File: src/rtl/audio_pkg.sv
// Shared audio definitions for the I2S recorder and the SRAM stage behind it.
// Holds the recorder state encoding and the default sample/counter widths.
package audio_pkg;

  localparam int DEF_DATA_W      = 16;
  localparam int DEF_CNT_W       = 20;
  localparam int DEF_SYNC_STAGES = 2;

  typedef enum logic [2:0] {
    STOP  = 3'd0,
    ALIGN = 3'd1,
    SKIP  = 3'd2,
    SHIFT = 3'd3,
    EMIT  = 3'd4,
    PAUSE = 3'd5
  } rec_state_t;

endpackage

File: src/rtl/sync_edge.sv
// Multi-flop synchronizer for one asynchronous codec line, plus rise/fall
// strobes derived from the synchronized value.
module sync_edge #(
  parameter int STAGES = 2
) (
  input  logic i_clk,
  input  logic i_rst,
  input  logic d,
  output logic q,
  output logic rise,
  output logic fall
);

  logic [STAGES-1:0] chain;
  logic              prev;

  always_ff @(posedge i_clk or negedge i_rst) begin
    if (!i_rst) begin
      chain <= '0;
      prev  <= 1'b0;
    end else begin
      chain[0] <= d;
      for (int i = 1; i < STAGES; i++) chain[i] <= chain[i-1];
      prev <= chain[STAGES-1];
    end
  end

  assign q    = chain[STAGES-1];
  assign rise = q & ~prev;
  assign fall = ~q & prev;

endmodule

File: src/rtl/i2s_recorder.sv
// I2S left-channel recorder: captures DATA_W-bit left samples from a codec
// and hands each one to the SRAM stage as a single-cycle valid pulse.
module i2s_recorder
  import audio_pkg::*;
#(
  parameter int DATA_W      = DEF_DATA_W,
  parameter int CNT_W       = DEF_CNT_W,
  parameter int SYNC_STAGES = DEF_SYNC_STAGES
) (
  input  logic              i_clk,
  input  logic              i_rst,
  input  logic              i_start,
  input  logic              i_pause,
  input  logic              i_stop,
  input  logic              i_bclk,
  input  logic              i_adclrck,
  input  logic              i_adcdat,
  output logic [DATA_W-1:0] o_data,
  output logic              o_valid,
  output logic [CNT_W-1:0]  o_count,
  output logic              o_full,
  output logic              o_frame_err
);

  localparam int               BIT_W    = $clog2(DATA_W + 1);
  localparam logic [BIT_W-1:0] LAST_BIT = BIT_W'(DATA_W - 1);
  localparam logic [CNT_W-1:0] CNT_MAX  = '1;

  rec_state_t        state;
  logic [BIT_W-1:0]  bit_cnt;
  logic [DATA_W-1:0] shreg;
  logic [CNT_W-1:0]  cnt_inc;

  logic bclk_q, bclk_rise, bclk_fall;
  logic lrck_q, lrck_rise, lrck_fall;
  logic [SYNC_STAGES-1:0] dat_sync;
  logic dat_s;
  logic unused_edges;

  sync_edge #(.STAGES(SYNC_STAGES)) u_bclk (
    .i_clk (i_clk),
    .i_rst (i_rst),
    .d     (i_bclk),
    .q     (bclk_q),
    .rise  (bclk_rise),
    .fall  (bclk_fall)
  );

  sync_edge #(.STAGES(SYNC_STAGES)) u_lrck (
    .i_clk (i_clk),
    .i_rst (i_rst),
    .d     (i_adclrck),
    .q     (lrck_q),
    .rise  (lrck_rise),
    .fall  (lrck_fall)
  );

  // Same depth as the bclk chain so a detected rise sees the bit it latched.
  always_ff @(posedge i_clk or negedge i_rst) begin
    if (!i_rst) begin
      dat_sync <= '0;
    end else begin
      dat_sync[0] <= i_adcdat;
      for (int i = 1; i < SYNC_STAGES; i++) dat_sync[i] <= dat_sync[i-1];
    end
  end

  assign dat_s        = dat_sync[SYNC_STAGES-1];
  assign unused_edges = &{1'b0, bclk_q, bclk_fall, lrck_rise};

  // Control pulses resolved by priority: stop > pause > start.
  logic go_stop, go_pause, go_start;
  assign go_stop  = i_stop;
  assign go_pause = i_pause & ~i_stop;
  assign go_start = i_start & ~i_pause & ~i_stop;

  assign cnt_inc = (o_count == CNT_MAX) ? o_count : o_count + 1'b1;

  always_ff @(posedge i_clk or negedge i_rst) begin
    if (!i_rst) begin
      state       <= STOP;
      bit_cnt     <= '0;
      shreg       <= '0;
      o_data      <= '0;
      o_valid     <= 1'b0;
      o_count     <= '0;
      o_full      <= 1'b0;
      o_frame_err <= 1'b0;
    end else begin
      o_valid     <= 1'b0;
      o_frame_err <= 1'b0;
      case (state)
        STOP: begin
          if (go_start) begin
            o_count <= '0;
            o_full  <= 1'b0;
            state   <= ALIGN;
          end
        end
        PAUSE: begin
          if (go_stop)       state <= STOP;
          else if (go_start) state <= ALIGN;
        end
        ALIGN: begin
          if (go_stop)        state <= STOP;
          else if (go_pause)  state <= PAUSE;
          else if (lrck_fall) state <= SKIP;
        end
        SKIP: begin
          if (go_stop)       state <= STOP;
          else if (go_pause) state <= PAUSE;
          else if (bclk_rise) begin
            bit_cnt <= '0;
            state   <= SHIFT;
          end
        end
        SHIFT: begin
          // The LSB slot may legitimately sit under a high lrck when the
          // codec packs exactly DATA_W clocks per channel.
          if (go_stop)       state <= STOP;
          else if (go_pause) state <= PAUSE;
          else if (lrck_q && bit_cnt < LAST_BIT) begin
            o_frame_err <= 1'b1;
            state       <= ALIGN;
          end else if (bclk_rise) begin
            shreg   <= {shreg[DATA_W-2:0], dat_s};
            bit_cnt <= bit_cnt + 1'b1;
            if (bit_cnt == LAST_BIT) state <= EMIT;
          end
        end
        EMIT: begin
          o_data  <= shreg;
          o_valid <= 1'b1;
          o_count <= cnt_inc;
          o_full  <= (cnt_inc == CNT_MAX);
          if (go_stop || cnt_inc == CNT_MAX) state <= STOP;
          else if (go_pause)                 state <= PAUSE;
          else                               state <= ALIGN;
        end
        default: state <= STOP;
      endcase
    end
  end

endmodule
File: config.mk
export PLATFORM = sky130hd
export DESIGN_NAME = i2s_recorder
export DESIGN_NICKNAME = d
export VERILOG_FILES = /design/src/rtl/audio_pkg.sv /design/src/rtl/sync_edge.sv /design/src/rtl/i2s_recorder.sv
export SDC_FILE = /design/constraint.sdc
export NUM_CORES = 1
export LEC_CHECK = 0
export ABC_AREA = 1
export BUFFER_PORTS_ARGS = -buffer_cell sky130_fd_sc_hd__buf_2
export CAP_MARGIN = 20
export CORE_ASPECT_RATIO = 0.5
export CORE_MARGIN = 3
export CORE_UTILIZATION = 48
export CTS_BUF_LIST = sky130_fd_sc_hd__clkbuf_8
export DETAILED_ROUTE_END_ITERATION = 12
export GPL_ROUTABILITY_DRIVEN = 0
export PLACE_DENSITY = 0.68
export SLEW_MARGIN = 40
export SYNTH_ARGS = -nofsm -noshare
export SYNTH_HDL_FRONTEND = slang
export SYNTH_SLANG_ARGS = --single-unit
File: constraint.sdc
create_clock -name i_clk -period 2 [get_ports i_clk]
set_input_delay 0.6 -clock i_clk [delete_from_list [all_inputs] [get_ports i_clk]]
set_output_delay 0.6 -clock i_clk [all_outputs]
set_load 0.005 [all_outputs]
# Word level (Yosys, flattened, before mapping)
# Index checks and enable logic that the tools add are counted.
# W data, S select, Z words.
word_totals:
  register_bits: 71
  input_bits: 8
classes:
  muxes: 34
  order_cmp: 1
  n_reduce_logical: 9
  bitwise: 11
  add_sub_neg: 2
  n_eq_ne: 20
ops:
  columns: ["cell", "n"]
  rows:
  - ["$mux W3", 15]
  - ["$eq A20 B20 Y1 const B", 2]
  - ["$mux W20", 2]
  - ["$pmux W20 S2", 1]
  - ["$mux W5", 7]
  - ["$add A20 B1 Y20 const B", 1]
  - ["$pmux W3 S6", 1]
  - ["$ne A2 B2 Y1 const B", 8]
  - ["$ne A5 B5 Y1 const B", 2]
  - ["$pmux W5 S2", 1]
  - ["$ne A4 B4 Y1 const B", 2]
  - ["$reduce_and A8 Y1", 1]
  - ["$eq A3 B2 Y1 const B", 2]
  - ["$eq A3 B3 Y1 const B", 2]
  - ["$mux W1", 6]
  - ["$not A1 Y1", 6]
  - ["$add A5 B1 Y5 const B", 1]
  - ["$and A1 B1 Y1", 5]
  - ["$eq A5 B4 Y1 const B", 1]
  - ["$lt A5 B4 Y1 const B", 1]
  - ["$reduce_and A5 Y1", 1]
  - ["$reduce_and A4 Y1", 1]
  - ["$reduce_bool A2 Y1", 2]
  - ["$eq A3 B1 Y1 const B", 1]
  - ["5 further kinds", 5]

# Logic depth before layout (Yosys ltp)
# Gate-level depths: netlist of the first run.
depth:
  word_depth: 7
  depth_mapped: 16
  ltp_nobuf: 16

# Hierarchy
# From an unflattened synthesis of the first run, not the netlist that was laid out.
unflattened:
  hier_cells: 450
  hier_area_um2: 3505.9
by_module_without_submodules:
  columns: ["mod", "cells_each", "seq_area_each_um2", "instances", "area_per_inst_um2"]
  rows:
  - ["i2s_recorder", 436, 1626.6, 1, 3325.7]
  - ["sync_edge", 7, 75.1, 2, 90.1]

# Worst setup path before layout of the first run
# OpenSTA, ideal clock, no wires.
synth_timing:
  path_kind: "flip-flop to flip-flop"
  start: "register o_count[0]"
  end: "register state[0]"
  period_less_slack_ns: 1.854
  slack_ns: 0.146
  stages_incl_launch_ff: 17
  n_path_buf: 0
  t_arrival_ns: 1.737
  setup_time_ns: 0.116
  cell_sequence: "dfrtp_1 ha_1 nand2_2 nor2_4 nand2_2 nor2_4 nand2_4 nand2_2 nand2_1 nor2_1 nand2_1 nor2_2 nand3_2 nand2_1 nand2_1 nand2_1 nand2_1"
synth_between:
  elab_chain_cells: 6
  elab_cells_between_ends: 7
  classes_between: "1 x add/sub; 2 x eq/ne; 3 x mux; 1 x reduce/logical"
synth_rtl:
  columns: ["item", "line_no", "text"]
  rows:
  - ["start, declared", "i2s_recorder.sv:20", "output logic [CNT_W-1:0] o_count,"]
  - ["start signal, assigned", "i2s_recorder.sv:134", "o_count <= cnt_inc;"]
  - ["$add A20 B1 Y20 or $eq A20 B20 Y1 (tied branches)", "i2s_recorder.sv:77", "assign cnt_inc = (o_count == CNT_MAX) ? o_count : o_count + 1'b1;"]
  - ["$mux W20 *", "i2s_recorder.sv:77", null]
  - ["$eq A20 B20 Y1 *", "i2s_recorder.sv:136", "if (go_stop || cnt_inc == CNT_MAX) state <= STOP;"]
  - ["$logic_or A1 B1 Y1 *", "i2s_recorder.sv:136", null]
  - ["$mux W3 *", "i2s_recorder.sv:136", null]
  - ["$pmux W3 S6 *", "i2s_recorder.sv:92", "case (state)"]
  - ["end signal, assigned", "i2s_recorder.sv:136", null]
  - ["end signal, assigned", "i2s_recorder.sv:137", "else if (go_pause) state <= PAUSE;"]
  - ["end signal, assigned", "i2s_recorder.sv:138", "else state <= ALIGN;"]
  - ["end, declared", "i2s_recorder.sv:29", "rec_state_t state;"]
# Every way passes the cells marked *; elsewhere a longest branch is shown, timed or not.
# A chain may end at the register's enable or synchronous reset.

# Worst setup path after layout of the first run
# Ends and elaborated chain as after synthesis.

==> impl_metrics.tcl, run 1 <==
set metrics [dict create \
    status "finished clean" \
    drtAntennaViolNets 0 \
    crit_type "reg -> reg" \
    cellLeakagePower_nw 2.179 \
    tns_ns 0 \
    root_buffer "clkbuf_8" \
    grt_pass1_wl_mm 13.15 \
    cp.arrival_ns 2.23 \
    synth_flop_cell "dfrtp_1" \
    antenna_found_initial 0 \
    period_share_pct 99.04 \
    synthArstFlopShare_pct 100.0 \
    avgSynthCellArea_um2 8.169 \
    grt_pass1_vias 2805 \
    finalMaxSlewViolations 0 \
    synth-edff-count 0 \
    layout-drive-gt1-share_pct 27.13 \
    syn_to_final_growth_pct 25.60 \
    max-cap-violations 0 \
    crit_path_end_kind "flip-flop" \
    syn-num-nets 440 \
    drt_first_pass_iters 5 \
    chipWidth_um 126.8 \
    synth.distinct_cells 34 \
    grt_max_degree 40 \
    min_path_type "in -> async" \
    postCtsHoldBufs 0 \
    worstPathRequired_ns 2.25 \
    start_util_pct 50.91 \
    powerDensity_nw_per_um2 941.2 \
    synth_area_um2 3505 \
    ys_warn_count 0 \
    nets 522 \
    grt_usage_pct 19.99 \
    detail_route.wl_per_cell_um 13.00 \
    core-area_um2 6884 \
    htreeDepth 3 \
    vias 3095 \
    max_freq_mhz 504.8 \
    drt_wl_total_mm 7.903 \
    synth_commonest_cells "nand2_1 (111), dfrtp_1 (71), inv_1 (56), o21ai_0 (51), nor2_1 (27)" \
    crit_fanout 5 \
    rows 21 \
    die_y_um 66.42 \
    num_io_pins 47 \
    cts_buffers 9 \
    synthCells 429 \
    cts_tree "built" \
    die-area_um2 8425 \
    drc_errors 0 \
    setup_viol 0 \
    clock_path_buffers 2 \
    clock_sinks 71 \
    max_slew_margin_pct 70.45 \
    antenna_cells 0 \
    worstMarginPinSlew_ns 0.4422 \
    ys_seq_area_share_pct 50.70 \
    period_minus_slack_ns 1.981 \
    clk-insertion-delay-late_ns 0.36 \
    yosysTopAreaCell "dfrtp_1" \
    synth.most_common_cell "nand2_1" \
    viasPerCell 5.090 \
    synth_top_area_share_pct 50.70 \
    worstSetupStartpointType "flip-flop" \
    clkTransAtPathRegs_ns 0.08 \
    hpwl_mm 5.739 \
    yosys_register_bits 71 \
    ir_worst_vdd_v 0.0004792 \
    rsz0062_at_grt "true" \
    skew_ns 0.01219 \
    synth_area_leaders "dfrtp_1 (51%), nand2_1 (12%), o21ai_0 (7.3%), inv_1 (6.0%), nor2_1 (2.9%)" \
    drt-initial-drc-count 306 \
    port_buffers 46 \
    power.total_w 0.004143 \
    overflow 0 \
    hold_viol 0 \
    fillers 620 \
]
[kinds of logic after synthesis]
group	share of synthesized area, %
buffers and inverters	7.426
AND/OR/NAND/NOR	25.56
AO/OA/AOI/OAI	13.74
adder cells (fa/ha/maj)	1.071
XOR/XNOR	1.499
flip-flops	50.70
[critical path: stages, from the launching register on]
cell	delay, ns
dfrtp_1	0.41
ha_4	0.18
nand2_4	0.06
nor2_4	0.18
nand2_4	0.10
nor2_4	0.12
nand2_4	0.08
nand2_2	0.08
nand2_2	0.06
nor2_2	0.10
nand2_1	0.07
nor2_2	0.10
nand3_2	0.11
nand2_1	0.08
nand2_1	0.05
nand2_1	0.06
nand2_1	0.04
[path summary, 6_finish.rpt]
kind | from | to | slack [ns] | depth (start not counted)
setup / recovery | o_count[0]$_DFFE_PN0P_ | state[0]$_DFFE_PN0P_ | 0.02 | 16
hold / removal | i_rst | o_count[1]$_DFFE_PN0P_ | 0.10 | 1
setup reg to reg | o_count[0]$_DFFE_PN0P_ | state[0]$_DFFE_PN0P_ | 0.02 | 16
hold reg to reg | u_lrck.chain[0]$_DFF_PN0_ | u_lrck.chain[1]$_DFF_PN0_ | 0.35 | 0
max in group asynchronous | i_rst | o_count[7]$_DFFE_PN0P_ | 1.37 | 2
min in group i_clk | i_adclrck | u_lrck.chain[0]$_DFF_PN0_ | 0.35 | 1
[registers in the layout (all words and copies together) (netlist names)]
signal and count:
o_count 20, o_data 16, shreg 16, bit_cnt 5
state 3, dat_sync 2, u_bclk.chain 2, u_lrck.chain 2
o_frame_err 1, o_full 1, o_valid 1, u_bclk.prev 1
u_lrck.prev 1
[metrics by stage]
| step | area, um^2 | std cells | util (%) | worst slack, ns | hold slack (ns) |
|---|---|---|---|---|---|
| after floorplan | 3505 | 429 | - | 0.1464 | 0.3044 |
| after global placement | 4065 | 585 | 59.05 | -0.008957 | 0.3316 |
| after global routing | 4402 | 608 | 63.94 | -0.1989 | 0.09197 |
| after detailed placement | 4065 | 585 | 59.05 | -0.03676 | 0.3355 |
| after CTS | 4298 | 604 | 62.43 | 0.0008880 | 0.09061 |
| final | 4402 | 608 | 63.94 | 0.01917 | 0.1011 |
[timing repair]
item / 4_1_cts / 5_1_grt
resized for setup: 3 / 22
endpoints found under the setup margin: 2 / 3
setup buffers: 3 / 4
pin swaps: 3 / 9
[final cells by class]
type	instances	area, um^2	share of cell area [%]
inverters	58	217.7	4.946
clock buffers	9	123.9	2.814
clock inverters	7	78.83	1.791
well taps	92	115.1	2.615
flip-flops and latches	71	1778	40.39
multi-input cells	289	1548	35.16
repair buffers	82	540.5	12.28
[metal layers]
metal	up-vias	wire [um]	global-route usage (%)
met1	1440	3747	26.58
met2	76	3612	31.64
li1	1570	-	-
met5	-	0	0
met4	0	92	5.749
met3	9	451	6.371
[layout by cell type (no fill, tap or decap), types with 4 or more instances in the layout]
master	synthesis	routed
nand2_1	111	109
dfrtp_1	71	70
inv_1	56	55
o21ai_0	51	47
buf_2	1	45
buf_4	0	34
nor2_1	27	22
nand3_1	19	17
a21oi_1	13	12
nor2_2	6	9
clkbuf_8	0	9
o22ai_1	8	8
nand4_1	8	8
nand2_2	5	5
nor2_4	3	5
xor2_1	5	5
o21ai_1	2	5
a31o_2	4	4
nor3_1	5	4
[where the power goes]
group / leakage (nW) / total, W / internal, W / switching, W
logic: 1.13 / 0.00114 / 0.000471 / 0.000672
clock network: 0.104 / 0.00117 / 0.000588 / 0.000581
registers: 0.945 / 0.00183 / 0.00163 / 0.000198
No activity file was read; power rests on OpenSTA's default activity.
==> inputs of run 2 (changes only) <==
- MAX_ROUTING_LAYER: unset -> met4
==> run 2 against run 1 <==
Compared with the run above: global-route usage is 0.56 points higher; routed wire length is 0.15% higher; total power hardly changed; final cell count stayed put; sequential cell count stayed put; largest cell class unchanged; highest routed layer unchanged; largest power group unchanged; clock power is essentially flat; via count rose by 0.71%; combinational power about the same.
==> impl_metrics.tcl, run 2 (synthesized netlist as in run 1, its figures left out) <==
set metrics [dict create \
    status "finished clean" \
    ir_worst_vdd_v 0.0004791 \
    crit_fanout 5 \
    drt_wl_total_mm 7.915 \
    viasPerCell 5.127 \
    cts_tree "built" \
    cellLeakagePower_nw 2.179 \
    critPathMaxStageDelay_ns 0.41 \
    finalMaxSlewViolations 0 \
    clock_sinks 71 \
    detail_route.wl_per_cell_um 13.02 \
    grt_pass1_wl_mm 13.15 \
    crit_chain "ha_4 -> nand2_4 -> nor2_4 -> nand2_4 -> nor2_4 -> nand2_4 -> nand2_2 -> nand2_2 -> nor2_2 -> nand2_1 -> nor2_2 -> nand3_2 -> nand2_1 -> nand2_1 -> nand2_1 -> nand2_1" \
    crit_path_end_kind "flip-flop" \
    grt_pass1_vias 2812 \
    drc_errors 0 \
    worstSetupStartpointType "flip-flop" \
    min_path_type "in -> async" \
    final_common_cell "nand2_1" \
    max-cap-violations 0 \
    port_buffers 46 \
    htreeDepth 3 \
    grt_usage_pct 20.55 \
    crit_type "reg -> reg" \
    grt_max_degree 40 \
    hold_viol 0 \
    cts_buffers 9 \
    fillers 620 \
    rsz0062_at_grt "true" \
    hpwl_mm 5.739 \
    skew_ns 0.01125 \
    rows 21 \
    die_y_um 66.42 \
    period_share_pct 98.80 \
    powerDensity_nw_per_um2 941.4 \
    start_util_pct 50.91 \
    drt_first_pass_iters 5 \
    drtAntennaViolNets 0 \
    overflow 0 \
    mostFrequentLayoutCells "nand2_1 (109), dfrtp_1 (70), inv_1 (55)" \
    core-area_um2 6884 \
    chipWidth_um 126.8 \
    worstPathRequired_ns 2.25 \
    largestRegisters "o_count x20, o_data x16, shreg x16" \
    worstMarginPinSlew_ns 0.4403 \
    antenna_cells 0 \
    clk-insertion-delay-late_ns 0.36 \
    power.total_w 0.004144 \
    nets 522 \
    cp.arrival_ns 2.23 \
    setup_viol 0 \
    place_area_um2 4065 \
    vias 3117 \
    drt-initial-drc-count 320 \
    fin_area_um2 4402 \
    largest_reg_flops 20 \
    clock_path_buffers 2 \
    antenna_found_initial 0 \
    die-area_um2 8425 \
    period_minus_slack_ns 1.976 \
    postCtsHoldBufs 0 \
    largest-register "o_count" \
    max_freq_mhz 506.0 \
    max_slew_margin_pct 70.58 \
    layout-drive-gt1-share_pct 27.13 \
    root_buffer "clkbuf_8" \
    critPathMostFrequentCell "nand2_1" \
    clkTransAtPathRegs_ns 0.08 \
    num_io_pins 47 \
    syn_to_final_growth_pct 25.60 \
    cp_slowest_cell "dfrtp_1" \
]
run 2: path summary, 6_finish.rpt:
| kind | start | end | slack (ns) | cells after the start |
|---|---|---|---|---|
| worst min-delay path | i_rst | o_valid$_DFF_PN0_ | 0.10 | 1 |
| worst max-delay path | o_count[0]$_DFFE_PN0P_ | state[0]$_DFFE_PN0P_ | 0.02 | 16 |
| max in group asynchronous | i_rst | o_count[7]$_DFFE_PN0P_ | 1.37 | 2 |
| min in group i_clk | i_adclrck | u_lrck.chain[0]$_DFF_PN0_ | 0.35 | 1 |
| worst max register to register | o_count[0]$_DFFE_PN0P_ | state[0]$_DFFE_PN0P_ | 0.02 | 16 |
| worst min register to register | u_lrck.chain[0]$_DFF_PN0_ | u_lrck.chain[1]$_DFF_PN0_ | 0.35 | 0 |
run 2: per-layer routing:
| metal | vias to the layer above | track usage (%) | part of all wire, % |
|---|---|---|---|
| li1 | 1567 | - | - |
| met1 | 1458 | 26.48 | 47 |
| met2 | 83 | 31.78 | 46 |
| met3 | 9 | 6.371 | 5.8 |
| met4 | 0 | 5.749 | 1.2 |
| met5 | - | - | 0 |
run 2: report_power, final:
part	leakage, nW	switching [W]	total (W)	internal [W]
registers	0.945	0.000199	0.00183	0.00163
clock network	0.104	0.000582	0.00117	0.000588
logic	1.13	0.000671	0.00114	0.000471
total	2.18	0.00145	0.00414	0.00269
run 2: stage by stage:
step                setup WS [ns]  utilization (%)  setup TNS [ns]  hold WS [ns]  std cells
floorplan                  0.1464                -               0        0.3044        429
finish                    0.02390            63.94               0        0.1002        608
global route              -0.2081            63.94         -0.3616       0.09010        608
CTS                     0.0008880            62.43               0       0.09061        604
detailed placement       -0.03676            59.05        -0.03676        0.3355        585
global placement        -0.008957            59.05       -0.008957        0.3316        585
run 2: layout make-up:
| class | instances | area, um^2 | share of cell area [%] |
|---|---|---|---|
| sequential | 71 | 1778 | 40.39 |
| inverter | 58 | 217.7 | 4.946 |
| timing repair buffer | 82 | 540.5 | 12.28 |
| clock inverter | 7 | 78.83 | 1.791 |
| tap | 92 | 115.1 | 2.615 |
| multi-input combinational | 289 | 1548 | 35.16 |
| clock buffer | 9 | 123.9 | 2.814 |
run 2: worst max-delay path, delay by kind of cell (launching register included):
kind / cells / cell delay [ns]
adders and majority gates: 1 / 0.18
DFF: 1 / 0.41
and+or+nand+nor: 15 / 1.29
run 2: timing repair:
item | in CTS | in global routing
buffers inserted | 3 | 4
gates resized for setup | 3 | 22
endpoints found under the setup margin | 2 | 3
pin swaps | 3 | 9
==> inputs of run 3 (changes only) <==
- CORE_ASPECT_RATIO: 0.5 -> 1.4
==> run 3 against run 2 <==
Compared with the run above: sequential cell count unchanged; die area decreased by 0.57%; critical path depth is 1 lower; worst setup slack got worse by 0.0066 ns; clock skew shrank 0.0044 ns; design area is 0.88% lower; global-route usage is 1.7 points higher; critical path type unchanged; largest cell class unchanged.
==> impl_metrics.tcl, run 3 (synthesized netlist as in run 1, its figures left out) <==
set metrics [dict create \
    num_io_pins 47 \
    grt_pass1_vias 3123 \
    hpwl_mm 5.965 \
    worstSetupStartpointType "flip-flop" \
    largest-register "o_count" \
    endpoint "state[0]$_DFFE_PN0P_" \
    ir_worst_vdd_v 0.0005949 \
    finalMaxSlewViolations 0 \
    clock_path_buffers 2 \
    syn_to_final_growth_pct 24.49 \
    min_path_type "in -> async" \
    max-cap-violations 0 \
    largest_reg_flops 20 \
    mostFrequentLayoutCells "nand2_1 (108), dfrtp_1 (70), inv_1 (56)" \
    power.total_w 0.003962 \
    skew_ns 0.006825 \
    setup_viol 0 \
    max_freq_mhz 504.4 \
    cts_buffers 9 \
    rows 36 \
    layout-drive-gt1-share_pct 26.76 \
    grt_pass1_wl_mm 14.19 \
    crit_type "reg -> reg" \
    clk-insertion-delay-late_ns 0.34 \
    clkTransAtPathRegs_ns 0.07 \
    whs_ns 0.2647 \
    rsz0062_at_grt "true" \
    port_buffers 46 \
    crit_path_end_kind "flip-flop" \
    cp.arrival_ns 2.22 \
    max_slew_margin_pct 73.70 \
    status "finished clean" \
    crit_fanout 4 \
    worstReg2RegStart "o_count[0]$_DFFE_PN0P_" \
    largestRegisters "o_count x20, o_data x16, shreg x16" \
    period_minus_slack_ns 1.983 \
    r2r_slack_ns 0.02 \
    cts_tree "built" \
    tns_ns 0 \
    worstPathRequired_ns 2.23 \
    core-area_um2 7027 \
    drtAntennaViolNets 0 \
    vias 3145 \
    drt-initial-drc-count 148 \
    root_buffer "clkbuf_8" \
    antenna_cells 0 \
    hold_viol 0 \
    period_share_pct 99.13 \
    drc_errors 0 \
    final_common_cell "nand2_1" \
    grt_max_degree 72 \
    cellLeakagePower_nw 2.162 \
    rr_endpoint "state[0]$_DFFE_PN0P_" \
    die_y_um 107.1 \
    clock_sinks 71 \
    start_util_pct 49.88 \
    chipWidth_um 78.22 \
    die-area_um2 8377 \
    worstMarginPinSlew_ns 0.3936 \
    fillers 652 \
    viasPerCell 5.181 \
    drt_first_pass_iters 4 \
    postCtsHoldBufs 0 \
    powerDensity_nw_per_um2 908.0 \
    detail_route.wl_per_cell_um 13.86 \
    htreeDepth 3 \
    overflow 0 \
    antenna_found_initial 0 \
    setup.worst_path.start "o_count[0]$_DFFE_PN0P_" \
    nets 520 \
    rr_worst_depth 15 \
    drt_wl_total_mm 8.413 \
    grt_usage_pct 22.30 \
]
==> run 3: changes by cell type in the layout (fill, tap and decap cells not counted), moves of 2 or more <==
cell	delta
clkbuf_8	+2
nor2_1	-2
nand3_2	+2
clkinv_4	-3
nor2_2	+2
clkinvlp_4	+2
buf_4	-4
inv_6	-2
==> run 3: worst max-delay path: stages, from the launching register on <==
cell and delay [ns]:
dfrtp_1 0.43, ha_4 0.19, nand2_4 0.06, nor2_4 0.16, buf_4 0.15, nand3b_1 0.08, nand2_1 0.06, nand2_1 0.06
o21ai_1 0.15, nand2_1 0.08, nor2_2 0.14, nand3_2 0.10, nand2_1 0.07, nand2_1 0.04, nand2_1 0.06, nand2_1 0.04
==> run 3: layer usage <==
metal | GRT usage [%] | vias up | part of all wire [%]
li1 | - | 1557 | -
met1 | 24.89 | 1463 | 41
met2 | 35.48 | 99 | 51
met3 | 4.286 | 26 | 4.6
met4 | 16.38 | 0 | 4.0
met5 | - | - | 0
==> run 3: power breakdown <==
part | leakage [nW] | total, W | switching, W | internal, W
clock | 0.0833 | 0.00101 | 0.000512 | 0.000502
combinational | 1.13 | 0.00110 | 0.000652 | 0.000446
sequential | 0.945 | 0.00185 | 0.000216 | 0.00164
total | 2.16 | 0.00396 | 0.00138 | 0.00258
==> run 3: worst min path at each step <==
stage,from,endpoint,depth (start not counted)
6_report,i_rst,o_count[16]$_DFFE_PN0P_,2
5_1_grt,i_rst,o_count[16]$_DFFE_PN0P_,2
4_1_cts,i_rst,o_count[14]$_DFFE_PN0P_,2
3_5_place_dp,dat_sync[0]$_DFF_PN0_,dat_sync[1]$_DFF_PN0_,0
3_3_place_gp,dat_sync[0]$_DFF_PN0_,dat_sync[1]$_DFF_PN0_,0
2_1_floorplan,i_rst,bit_cnt[0]$_DFFE_PN0P_,0
==> run 3: what timing repair did <==
action,4_1_cts,5_1_grt
pin swaps,7,8
buffers inserted,4,4
gates resized for setup,9,17
endpoints found under the setup margin,3,3
==> run 3: through the flow <==
| step | util, % | worst slack (ns) | cells | instance area (um^2) |
|---|---|---|---|---|
| 3_5_place_dp | 57.55 | -0.1713 | 585 | 4044 |
| 4_1_cts | 60.92 | -0.008221 | 603 | 4280 |
| 2_1_floorplan | - | 0.1464 | 429 | 3505 |
| 5_1_grt | 62.09 | -0.1966 | 607 | 4363 |
| 6_report | 62.09 | 0.01735 | 607 | 4363 |
| 3_3_place_gp | 57.55 | -0.1366 | 585 | 4044 |
==> run 3: cell type report <==
| type | count | area [um^2] | area share [%] |
|---|---|---|---|
| inverter | 58 | 217.7 | 4.990 |
| sequential | 71 | 1778 | 40.75 |
| clock buffer | 11 | 151.4 | 3.470 |
| timing repair buffer | 80 | 526.8 | 12.07 |
| clock inverter | 3 | 20.02 | 0.4588 |
| tap | 95 | 118.9 | 2.724 |
| multi-input combinational | 289 | 1550 | 35.53 |
